$ cat src/rtl/cnt_ctrl_pkg.sv
// Shared definitions for controllers that time-share a loadable up-counter.
// Holds the FSM state encoding, default sizes and a small index helper.
package cnt_ctrl_pkg;

   localparam int DEF_WIDTH = 4;
   localparam int DEF_NREQ  = 4;

   localparam logic [1:0] S_IDLE  = 2'd0;
   localparam logic [1:0] S_LOAD  = 2'd1;
   localparam logic [1:0] S_COUNT = 2'd2;
   localparam logic [1:0] S_DONE  = 2'd3;

   typedef enum logic [1:0] {
      ST_IDLE  = S_IDLE,
      ST_LOAD  = S_LOAD,
      ST_COUNT = S_COUNT,
      ST_DONE  = S_DONE
   } state_t;

   function automatic int wrap_inc(input int v, input int n);
      return (v + 1 >= n) ? 0 : v + 1;
   endfunction

endpackage

$ cat src/rtl/counter_share_ctrl_rr_pick.sv
// Combinational round-robin picker: first set request at or after ptr, wrapping.
// Kept standalone so other shared-resource arbiters can reuse it.
module rr_pick #(
   parameter  int NREQ = cnt_ctrl_pkg::DEF_NREQ,
   localparam int IDW  = $clog2(NREQ)
) (
   input  logic [NREQ-1:0] req,
   input  logic [IDW-1:0]  ptr,
   output logic            valid,
   output logic [IDW-1:0]  idx
);

   // Scan offsets from farthest to nearest so the nearest hit overwrites the rest.
   always_comb begin
      valid = 1'b0;
      idx   = '0;
      for (int k = NREQ - 1; k >= 0; k--) begin
         if (req[(int'(ptr) + k) % NREQ]) begin
            valid = 1'b1;
            idx   = IDW'((int'(ptr) + k) % NREQ);
         end else begin
            valid = valid;
         end
      end
   end

endmodule

$ cat src/rtl/counter_share_ctrl.sv
// Time-shares one loadable up-counter among NREQ requesters, each asking for a
// d-cycle delay; round-robin grant, load with -d, count to carry-out, then ack.
module counter_share_ctrl
   import cnt_ctrl_pkg::*;
#(
   parameter  int NREQ  = DEF_NREQ,
   parameter  int WIDTH = DEF_WIDTH,
   localparam int IDW   = $clog2(NREQ)
) (
   input  logic                  clk,
   input  logic                  rst,
   input  logic [NREQ-1:0]       req,
   input  logic [NREQ*WIDTH-1:0] req_val,
   input  logic                  cnt_co,
   output logic                  cnt_load,
   output logic                  cnt_en,
   output logic [WIDTH-1:0]      cnt_in,
   output logic [NREQ-1:0]       ack,
   output logic                  busy,
   output logic [IDW-1:0]        grant_id
);

   state_t            r_state;
   logic [IDW-1:0]    r_ptr;
   logic [IDW-1:0]    r_grant;
   logic              r_load;
   logic              r_en;
   logic              r_busy;
   logic [WIDTH-1:0]  r_cnt_in;
   logic [NREQ-1:0]   r_ack;

   logic              w_valid;
   logic [IDW-1:0]    w_idx;
   logic [WIDTH-1:0]  w_d;
   logic              w_req_g;
   logic [IDW-1:0]    w_next_ptr;

   rr_pick #(.NREQ(NREQ)) u_pick (
      .req   (req),
      .ptr   (r_ptr),
      .valid (w_valid),
      .idx   (w_idx)
   );

   assign w_d        = req_val[int'(w_idx)*WIDTH +: WIDTH];
   assign w_req_g    = req[r_grant];
   assign w_next_ptr = IDW'(wrap_inc(int'(r_grant), NREQ));

   // The latched delay lives in r_cnt_in as its two's complement, ready for LOAD.
   always_ff @(posedge clk or posedge rst) begin
      if (rst) begin
         r_state  <= ST_IDLE;
         r_ptr    <= '0;
         r_grant  <= '0;
         r_load   <= 1'b0;
         r_en     <= 1'b0;
         r_busy   <= 1'b0;
         r_cnt_in <= '0;
         r_ack    <= '0;
      end else begin
         case (r_state)
            ST_IDLE: begin
               if (w_valid) begin
                  r_state  <= ST_LOAD;
                  r_grant  <= w_idx;
                  r_cnt_in <= -w_d;
                  r_load   <= 1'b1;
                  r_busy   <= 1'b1;
               end else begin
                  r_state <= ST_IDLE;
               end
            end
            ST_LOAD, ST_COUNT: begin
               if (!w_req_g) begin
                  r_state  <= ST_IDLE;
                  r_ptr    <= w_next_ptr;
                  r_grant  <= '0;
                  r_load   <= 1'b0;
                  r_en     <= 1'b0;
                  r_busy   <= 1'b0;
                  r_cnt_in <= '0;
               end else if (r_state == ST_LOAD) begin
                  r_state  <= ST_COUNT;
                  r_load   <= 1'b0;
                  r_en     <= 1'b1;
                  r_cnt_in <= '0;
               end else if (cnt_co) begin
                  r_state <= ST_DONE;
                  r_en    <= 1'b0;
                  r_ack   <= NREQ'(1) << r_grant;
               end else begin
                  r_state <= ST_COUNT;
               end
            end
            ST_DONE: begin
               r_state <= ST_IDLE;
               r_ptr   <= w_next_ptr;
               r_grant <= '0;
               r_ack   <= '0;
               r_busy  <= 1'b0;
            end
            default: begin
               r_state  <= ST_IDLE;
               r_grant  <= '0;
               r_load   <= 1'b0;
               r_en     <= 1'b0;
               r_busy   <= 1'b0;
               r_cnt_in <= '0;
               r_ack    <= '0;
            end
         endcase
      end
   end

   assign cnt_load = r_load;
   assign cnt_en   = r_en;
   assign cnt_in   = r_cnt_in;
   assign ack      = r_ack;
   assign busy     = r_busy;
   assign grant_id = r_grant;

endmodule

$ cat config.mk
export PLATFORM = sky130hd
export DESIGN_NAME = counter_share_ctrl
export DESIGN_NICKNAME = d
export VERILOG_FILES = /design/src/rtl/cnt_ctrl_pkg.sv /design/src/rtl/counter_share_ctrl_rr_pick.sv /design/src/rtl/counter_share_ctrl.sv
export SDC_FILE = /design/constraint.sdc
export NUM_CORES = 1
export LEC_CHECK = 0
export CAP_MARGIN = 20
export CORE_ASPECT_RATIO = 0.75
export CORE_MARGIN = 2
export CORE_UTILIZATION = 45
export CTS_CLUSTER_DIAMETER = 100
export DETAILED_ROUTE_END_ITERATION = 12
export PLACE_DENSITY = 0.78
export SYNTH_ARGS = -nofsm -noshare
export SYNTH_HDL_FRONTEND = slang
export SYNTH_SLANG_ARGS = --single-unit
$ cat constraint.sdc
create_clock -name clk -period 2.8 [get_ports clk]
set_clock_uncertainty 0.1 [all_clocks]
set_input_delay 0.42 -clock clk [delete_from_list [all_inputs] [get_ports clk]]
set_output_delay 0.42 -clock clk [all_outputs]
set_load 0.01 [all_outputs]
==> results of run 1 <==
## registers in the layout (all words and copies together) (netlist names)
name	cells
cnt_en	1
cnt_load	1
busy	1
r_state	2
cnt_in	4
grant_id	2
r_ptr	2
ack	4
## final cells by class
cell class,count,area [um^2]
well taps,34,42.5
multi-input cells,83,652
clock buffers,4,26.3
repair buffers,39,380
fillers,190,771
flip-flops and latches,17,425
inverters,13,48.8
## layer usage
| layer | track usage [%] | wire length, um | vias to the layer above |
|---|---|---|---|
| li1 | - | - | 477 |
| met1 | 21.7 | 1160 | 461 |
| met2 | 33.9 | 1230 | 23 |
| met3 | 4.71 | 104 | 0 |
| met4 | 2.22 | 0 | 0 |
| met5 | 0 | 0 | - |
## power groups by stage
stage          Combinational, W  Clock, W  Sequential (W)
4_1_cts                0.000946  0.000137        0.000443
3_3_place_gp           0.000916         0        0.000443
6_report               0.000942  0.000131        0.000443
5_1_grt                 0.00105  0.000152        0.000458
2_1_floorplan          0.000586         0        0.000467
3_5_place_dp           0.000940         0        0.000448
## Yosys cell counts
cell | instances | area share (%)
dfrtp_1 | 17 | 37
nand2_1 | 14 | 4.6
inv_1 | 13 | 4.3
mux2i_1 | 12 | 11
ha_1 | 10 | 11
o21ai_0 | 9 | 4.0
nand2b_1 | 4 | 2.2
nand3b_1 | 4 | 2.6
nor2_1 | 4 | 1.3
a21oi_1 | 3 | 1.3
mux2_2 | 2 | 2.0
nand3_1 | 2 | 0.88
nor2b_1 | 2 | 1.1
nor4_1 | 2 | 1.1
a21oi_4 | 1 | 1.4
a32o_1 | 1 | 0.88
clkbuf_8 | 1 | 1.2
mux4_2 | 1 | 2.0
nand2_2 | 1 | 0.55
o221ai_1 | 1 | 0.77
o22ai_1 | 1 | 0.55
o31a_1 | 1 | 0.77
o31ai_1 | 1 | 0.66
o31ai_2 | 1 | 1.1
o32ai_4 | 1 | 2.4
or2_2 | 1 | 0.55
or2b_1 | 1 | 0.66
or3_1 | 1 | 0.55
or3b_4 | 1 | 0.99
xor2_1 | 1 | 0.77
## worst max-delay path by stage
| stage | slack, ns | cells past startpoint | endpoint |
|---|---|---|---|
| 2_1_floorplan | 0.62 | 8 | cnt_in[2] |
| 6_report | 0.29 | 9 | cnt_in[2] |
| 3_3_place_gp | 0.12 | 9 | cnt_in[2] |
| 3_5_place_dp | -0.05 | 9 | cnt_in[2] |
| 5_1_grt | 0.13 | 10 | cnt_in[1] |
| 4_1_cts | 0.29 | 9 | cnt_in[1] |
## cells by family (layout without fill, tap and decap cells)
logic type | after synthesis | after routing | synth area share, %
simple gates | 37 | 37 | 17.1
buf+inv | 14 | 56 | 5.49
flops | 17 | 17 | 37.3
xor+xnor | 1 | 1 | 0.769
compound gates | 20 | 20 | 13.8
mux | 15 | 15 | 14.5
fa+ha+maj | 10 | 10 | 11.0
## worst min-delay path: stages (launching register included)
cell and delay (ns):
dfrtp_1 0.36, nand2_1 0.05, nand2_1 0.05
## metrics by stage
step,TNS [ns],setup slack (ns),std cells,total power [W]
floorplan,0,0.622,114,0.00105
global placement,0,0.122,186,0.00136
detailed placement,-0.0686,-0.0460,186,0.00139
CTS,0,0.287,190,0.00153
global route,0,0.127,190,0.00166
finish,0,0.291,190,0.00152
==> qor.txt, run 1 <==
Status: completed
Seq/Total Area, Yosys: 37.3%
Ys Warns: 0
I/O Buffers: 35
Crit path launch type: input pin
Area Growth Syn to Fin: 38.2%
CP bufs+invs: 2
Syn_nets: 147
Share of layout cells above drive strength 1: 10.3%
Root buffer cell: clkbuf_4
Critical R2R Launch: r_ptr[1]
Die extent in x: 62.1 um
Reg2Reg Capture Point: cnt_in[2]
Drt pass-1 iters: 4
CTS buffer count: 3
Number of cell rows: 15
Setup bufs post-CTS: 0
Detailed placement HPWL: 2.04 mm
Internal power: 0.000885 W
Clock slew at reported path FFs: 0.09 ns
Nets: 190
First-pass GRT wire length: 4.08 mm
Switching part of the total: 41.6%
Synthesized instance count: 114
VDD IR-drop max: 0.000677 V
Vias per cell: 5.06
GRT Util Overall: 17.7%
Drt drc: 0
Hold Vio Cnt, Final: 0
Commonest non-fill, non-tap cell in the layout: clkdlybuf4s50_1
Setup-failing EPs final: 0
Pin count of the biggest net entering global routing: 18
Final core utilization: 67.1%
Reg2reg path depth: 8
R2R setup slack: 0.50 ns
CORE AREA: 0.00235 mm^2
LEAKAGE: 0.704 nW
Dpl cell area: 0.00155 mm^2
Post-CTS sizing: 0
Hold Crit Class: reg -> reg
Drt first-iter violations: 27
DIE AREA: 0.00296 mm^2
Worst relative slew slack: 56.5%
Max Cap Viol: 0
Synthesized area: 0.00114 mm^2
Period minus WS final: 2.51 ns
FMAX: 399 MHz
Slew @ Worst Pin: 0.651 ns
H-tree depth: 1
Slowest CP cell: clkdlybuf4s50_1
Worst Hold Launch: cnt_load
Hold Slack: 0.398 ns
CTS tree: yes
Post-CTS Hold Buffers: 0
Drt total wl: 2.50 mm
Worst Setup SP: req[0]
CP peak stage delay: 0.47 ns
Worst Hold Depth: 2
IO Count: 36
Longest Clk Path Bufs: 2
Yosys reg bits: 17
Crit. End Element: flip-flop
Crit path max-delay family: buffers and inverters
Diodes inserted: 0
Finished Cell Area: 0.00158 mm^2
Max FO, Critical Path: 5
Wire per inst: 13.1 um
Crit path cell chain: clkdlybuf4s50_1 -> nor2b_1 -> or3b_4 -> a21oi_4 -> mux2i_1 -> inv_1 -> ha_1 -> xor2_1 -> o21ai_0
Initial Utilization: 48.6%
Clock power share: 8.7%
Max Slew Vio Count: 0
Comb power frac: 62.1%
Critical Path RT: 2.91 ns
Worst Path Arrival: 2.62 ns
Grt ovf: 0
Clock Latency Late Sink: 0.29 ns
Switch Pwr: 0.000631 W
Setup Crit Path Kind: in -> reg
Period utilization: 89.6%
Vias in the first global route: 948
Post-route ant nets: 0
Antenna violations before repair: 0
PwrDens: 962 mW/mm^2
Unrepaired setup endpoints after global routing: no
Synth unique cells: 30
Seq pwr share: 29.2%
Most frequent cells in the layout: clkdlybuf4s50_1, dfrtp_1, nand2_1
Die Span Y: 47.6 um
CTS sink count: 17
Syn avg cell area: 10.0 um^2
Hold Path End: cnt_load
Vias: 961
GPL Wtd Cong: 0.809
No activity file was read; power rests on OpenSTA's default activity.
==> run 2: changes to the inputs <==
--- a/config.mk
+++ b/config.mk
@@ -7,7 +7,6 @@
 export LEC_CHECK = 0
 export CAP_MARGIN = 20
 export CORE_ASPECT_RATIO = 0.75
-export CORE_MARGIN = 2
 export CORE_UTILIZATION = 45
 export CTS_CLUSTER_DIAMETER = 100
 export DETAILED_ROUTE_END_ITERATION = 12
==> qor.txt, run 2 (same netlist as run 1, synthesis figures left out) <==
Commonest non-fill, non-tap cell in the layout: clkdlybuf4s50_1
Post-route ant nets: 0 (unchanged)
Most frequent cells in the layout: clkdlybuf4s50_1, dfrtp_1, nand2_1
Max Cap Viol: 0 (unchanged)
Diodes inserted: 0 (unchanged)
CTS tree: yes
Share of layout cells above drive strength 1: 10.9% (+0.64 points)
FMAX: 400 MHz (+0.44%)
CP peak stage delay: 0.46 ns (about the same)
CORE AREA: 0.00235 mm^2 (unchanged)
Finished Cell Area: 0.00158 mm^2 (about the same)
Worst relative slew slack: 56.8% (+0.23 points)
Vias: 972 (+1.1%)
GPL Wtd Cong: 0.767 (-5.3%)
CTS sink count: 17 (unchanged)
Area Growth Syn to Fin: 38.3% (about the same)
Critical Path RT: 2.92 ns (about the same)
CP bufs+invs: 2 (unchanged)
Reg2reg path depth: 8 (unchanged)
Dpl cell area: 0.00155 mm^2 (unchanged)
Clock Latency Late Sink: 0.30 ns (about the same)
Die Span Y: 45.6 um (-4.2%)
Number of cell rows: 15 (unchanged)
Setup Crit Path Kind: in -> reg
CTS buffer count: 3 (unchanged)
Setup bufs post-CTS: 0 (unchanged)
Crit path cell chain: clkdlybuf4s50_1 -> nor2b_1 -> or3b_4 -> a21oi_4 -> mux2i_1 -> inv_1 -> ha_1 -> xor2_1 -> o21ai_0
Hold Vio Cnt, Final: 0 (unchanged)
Wire per inst: 13.3 um (+1.2%)
VDD IR-drop max: 0.000687 V (+1.5%)
Vias in the first global route: 944 (-0.42%)
Setup-failing EPs final: 0 (unchanged)
Drt pass-1 iters: 4 (unchanged)
Max Slew Vio Count: 0 (unchanged)
Drt drc: 0 (unchanged)
Detailed placement HPWL: 2.03 mm (-0.34%)
Crit. End Element: flip-flop
Drt total wl: 2.53 mm (+1.2%)
Dpl cells: 186 (unchanged)
DIE AREA: 0.00274 mm^2 (-7.3%)
GRT Util Overall: 21.0% (+3.2 points)
Initial Utilization: 48.6% (unchanged)
Crit path max-delay family: simple AND/OR/NAND/NOR gates
R2R setup slack: 0.50 ns (about the same)
Vias per cell: 5.12 (+1.1%)
Clock slew at reported path FFs: 0.10 ns (about the same)
Root buffer cell: clkbuf_4
Drt first-iter violations: 35 (+30%)
LEAKAGE: 0.707 nW (+0.39%)
PwrDens: 965 mW/mm^2 (+0.28%)
I/O Buffers: 35 (unchanged)
Post-CTS Hold Buffers: 0 (unchanged)
Longest Clk Path Bufs: 2 (unchanged)
Crit path launch type: input pin
Period minus WS final: 2.50 ns (-0.0111 ns)
Final core utilization: 67.2% (about the same)
Max FO, Critical Path: 5 (unchanged)
Worst path depth: 9 (unchanged)
Die extent in x: 60.1 um (-3.2%)
Setup TNS: 0 ns (unchanged)
Hold Crit Class: in -> async
IO Count: 36 (unchanged)
Grt ovf: 0 (unchanged)
H-tree depth: 1 (unchanged)
Period utilization: 89.2% (-0.39 points)
Slew @ Worst Pin: 0.648 ns (-0.00350 ns)
Antenna violations before repair: 0 (unchanged)
Post-CTS sizing: 0 (unchanged)
Slowest CP cell: clkdlybuf4s50_1
Unrepaired setup endpoints after global routing: no
Pin count of the biggest net entering global routing: 18 (unchanged)
First-pass GRT wire length: 4.12 mm (+1.0%)
Nets: 190 (unchanged)
Worst Path Arrival: 2.62 ns (about the same)
Fin cells: 190 (unchanged)
Status: completed
## run 2: cell count changes in the layout (fill, tap and decap cells not counted), sizes merged
cell    previous run  this run
clkinv             0         1
clkbuf             4         3
## run 2: worst reg2reg max path: cells and delay by family, from the launching register on
| family | cells | cell delay (ns) |
|---|---|---|
| AOI/OAI and AO/OA | 3 | 0.79 |
| xor gates and xnor gates | 1 | 0.15 |
| adders and majority gates | 1 | 0.22 |
| DFF | 1 | 0.48 |
| buffers and inverters | 1 | 0.10 |
| muxes | 2 | 0.40 |
## run 2: path summary, 6_finish.rpt
path                         endpoint     start
setup / recovery            cnt_in[2]    req[0]
hold / removal             r_state[0]       rst
setup reg to reg            cnt_in[2]  r_ptr[1]
hold reg to reg                  busy      busy
max in group asynchronous   cnt_in[2]       rst
min in group clk                 busy      busy
## run 2: per-stage QoR
stage                     total power, W  setup WS [ns]  hold WS [ns]
after floorplan                  0.00105          0.622         0.246
after global placement           0.00136          0.109         0.364
after detailed placement         0.00139        -0.0446         0.374
after CTS                        0.00153          0.307         0.405
after global routing             0.00165          0.196         0.425
final                            0.00152          0.302         0.401
## run 2: cell type report
type / instances / area [um^2]
fill: 196 / 769
multi-input combinational: 83 / 652
sequential: 17 / 425
timing repair buffer: 39 / 380
inverter: 13 / 48.8
tap: 34 / 42.5
clock buffer: 3 / 22.5
clock inverter: 1 / 5.00
## run 2: layer usage
layer  vias up  wire length, um  global-route usage [%]
li1        479                -                       -
met1       461             1180                    27.0
met2        30             1220                    33.8
met3         2              114                    7.95
met4         0                7                    4.19
met5         -                0                       0
## run 2: power breakdown
part / leakage [nW] / total [W] / switching (W) / internal (W)
clock network: 0.0177 / 0.000135 / 0.0000819 / 0.0000533
registers: 0.216 / 0.000443 / 0.0000883 / 0.000355
logic: 0.473 / 0.000943 / 0.000466 / 0.000476
total: 0.707 / 0.00152 / 0.000637 / 0.000885
==> run 3: changes to the inputs <==
--- a/config.mk
+++ b/config.mk
@@ -7,6 +7,7 @@
 export LEC_CHECK = 0
 export CAP_MARGIN = 20
 export CORE_ASPECT_RATIO = 0.75
+export CORE_MARGIN = 4
 export CORE_UTILIZATION = 45
 export CTS_CLUSTER_DIAMETER = 100
 export DETAILED_ROUTE_END_ITERATION = 12
==> qor.txt, run 3 (same netlist as run 1, synthesis figures left out) <==
Max FO, Critical Path: 5 (unchanged)
Hold Crit Class: reg -> reg
GPL Wtd Cong: 0.791 (+3.2%)
Crit path launch type: input pin
Drt pass-1 iters: 4 (unchanged)
Reg2Reg Capture Point: cnt_in[2]
Worst Hold Launch: cnt_in[0]
Die extent in x: 66.1 um (+10%)
Worst Path Arrival: 2.60 ns (-0.02 ns)
CTS buffer count: 3 (unchanged)
Post-place setup slack: -0.0121 ns (+0.0325 ns)
DIE AREA: 0.00341 mm^2 (+24%)
Drt drc: 0 (unchanged)
Max Slew Vio Count: 0 (unchanged)
Period minus WS final: 2.50 ns (-0.00150 ns)
Post-route ant nets: 0 (unchanged)
Internal power: 0.000900 W (+1.7%)
Grt ovf: 0 (unchanged)
First-pass GRT wire length: 4.79 mm (+16%)
Post-CTS sizing: 0 (unchanged)
Longest Clk Path Bufs: 2 (unchanged)
Clock power share: 8.4% (-0.5 points)
Worst Hold Depth: 2
Nets: 190 (unchanged)
Crit. End Element: flip-flop
Antenna violations before repair: 0 (unchanged)
LEAKAGE: 0.709 nW (+0.32%)
Pin count of the biggest net entering global routing: 18 (unchanged)
Clock Latency Late Sink: 0.29 ns (about the same)
PwrDens: 970 mW/mm^2 (+0.50%)
Initial Utilization: 48.2% (-0.39 points)
Vias in the first global route: 1,012 (+7.2%)
Die Span Y: 51.6 um (+13%)
Hold Vio Cnt, Final: 0 (unchanged)
Worst relative slew slack: 55.9% (-0.88 points)
Number of cell rows: 15 (unchanged)
Setup-failing EPs final: 0 (unchanged)
Post-CTS Hold Buffers: 0 (unchanged)
Vias: 978 (+0.62%)
Status: completed
I/O Buffers: 35 (unchanged)
Hold Slack: 0.397 ns (-0.00325 ns)
Setup bufs post-CTS: 0 (unchanged)
Most frequent cells in the layout: clkdlybuf4s50_1, dfrtp_1, nand2_1
Max Cap Viol: 0 (unchanged)
Commonest non-fill, non-tap cell in the layout: clkdlybuf4s50_1
Seq pwr share: 28.7% (-0.4 points)
FILL cells: 204 (+4.1%)
CORE AREA: 0.00236 mm^2 (+0.80%)
Wire per inst: 14.9 um (+12%)
CTS tree: yes
H-tree depth: 1 (unchanged)
Reg2reg path depth: 7 (-1)
Unrepaired setup endpoints after global routing: no
FMAX: 401 MHz (about the same)
Switch Pwr: 0.000640 W (+0.51%)
Critical Path RT: 2.91 ns (about the same)
Diodes inserted: 0 (unchanged)
VDD IR-drop max: 0.000749 V (+9.0%)
CTS sink count: 17 (unchanged)
Vias per cell: 5.15 (+0.62%)
Share of layout cells above drive strength 1: 10.3% (-0.64 points)
Root buffer cell: clkbuf_4
Slew @ Worst Pin: 0.661 ns (+0.0131 ns)
Critical R2R Launch: r_ptr[1]
GRT Util Overall: 18.4% (-2.5 points)
R2R setup slack: 0.58 ns (+0.08 ns)
Drt total wl: 2.84 mm (+12%)
Fin worst setup slack: 0.303 ns (+0.00150 ns)
Drt first-iter violations: 56 (+60%)
Setup Crit Path Kind: in -> reg
Clock slew at reported path FFs: 0.09 ns (about the same)
IO Count: 36 (unchanged)
Detailed placement HPWL: 2.30 mm (+13%)
Setup TNS: 0 ns (unchanged)
Hold Path End: cnt_in[0]
Area Growth Syn to Fin: 39.3%
Comb power frac: 62.9% (+0.9 points)
Period utilization: 89.2% (about the same)
Switching part of the total: 41.6% (-0.29 points)
[run 3: cell count changes in the layout (fill, tap and decap cells not counted), sizes merged]
cell and change:
clkinv -1, clkbuf +1
[run 3: metrics by stage]
step	cell area, um^2	total power, W	utilization [%]	instances
finish	1590	0.00154	67.1	190
global route	1590	0.00169	67.1	190
CTS	1590	0.00155	67.1	190
detailed placement	1560	0.00141	66.0	186
global placement	1560	0.00137	66.0	186
floorplan	1140	0.00105	-	114
[run 3: per-layer routing]
metal	up-vias	wire length, um	part of all wire (%)	global-route usage (%)
met4	0	0	0	2.70
met1	465	1360	48	25.3
li1	484	-	-	-
met5	-	0	0	0
met3	0	138	4.9	4.75
met2	29	1330	47	29.8
[run 3: power groups by stage]
stage	clock (W)	sequential, W	combinational (W)
CTS	0.000133	0.000443	0.000973
global route	0.000148	0.000461	0.00109
floorplan	0	0.000467	0.000586
finish	0.000129	0.000443	0.000968
detailed placement	0	0.000449	0.000966
global placement	0	0.000442	0.000931
[run 3: worst max-delay path by stage]
stage                end  depth (start not counted)  slack, ns   start
3_5_place_dp   cnt_in[2]                          9      -0.01  req[0]
2_1_floorplan  cnt_in[2]                          8       0.62  req[0]
3_3_place_gp   cnt_in[2]                          9       0.13  req[0]
5_1_grt        cnt_in[1]                         11       0.17  req[2]
4_1_cts        cnt_in[2]                          9       0.31  req[0]
6_report       cnt_in[2]                          9       0.30  req[0]
[run 3: area by class of cell]
class	instances	area (um^2)	area share, %
Multi-Input combinational cell	83	652	41.1
Sequential cell	17	425	26.8
Timing Repair Buffer	39	393	24.7
Inverter	13	48.8	3.07
Tap cell	34	42.5	2.68
Clock buffer	4	26.3	1.65
[run 3: critical path, cell delays in order]
cell             delay (ns)
clkdlybuf4s50_1        0.47
nor2b_1                0.18
or3b_4                 0.39
a21oi_4                0.20
mux2i_1                0.33
inv_1                  0.10
ha_1                   0.22
xor2_1                 0.16
o21ai_0                0.15
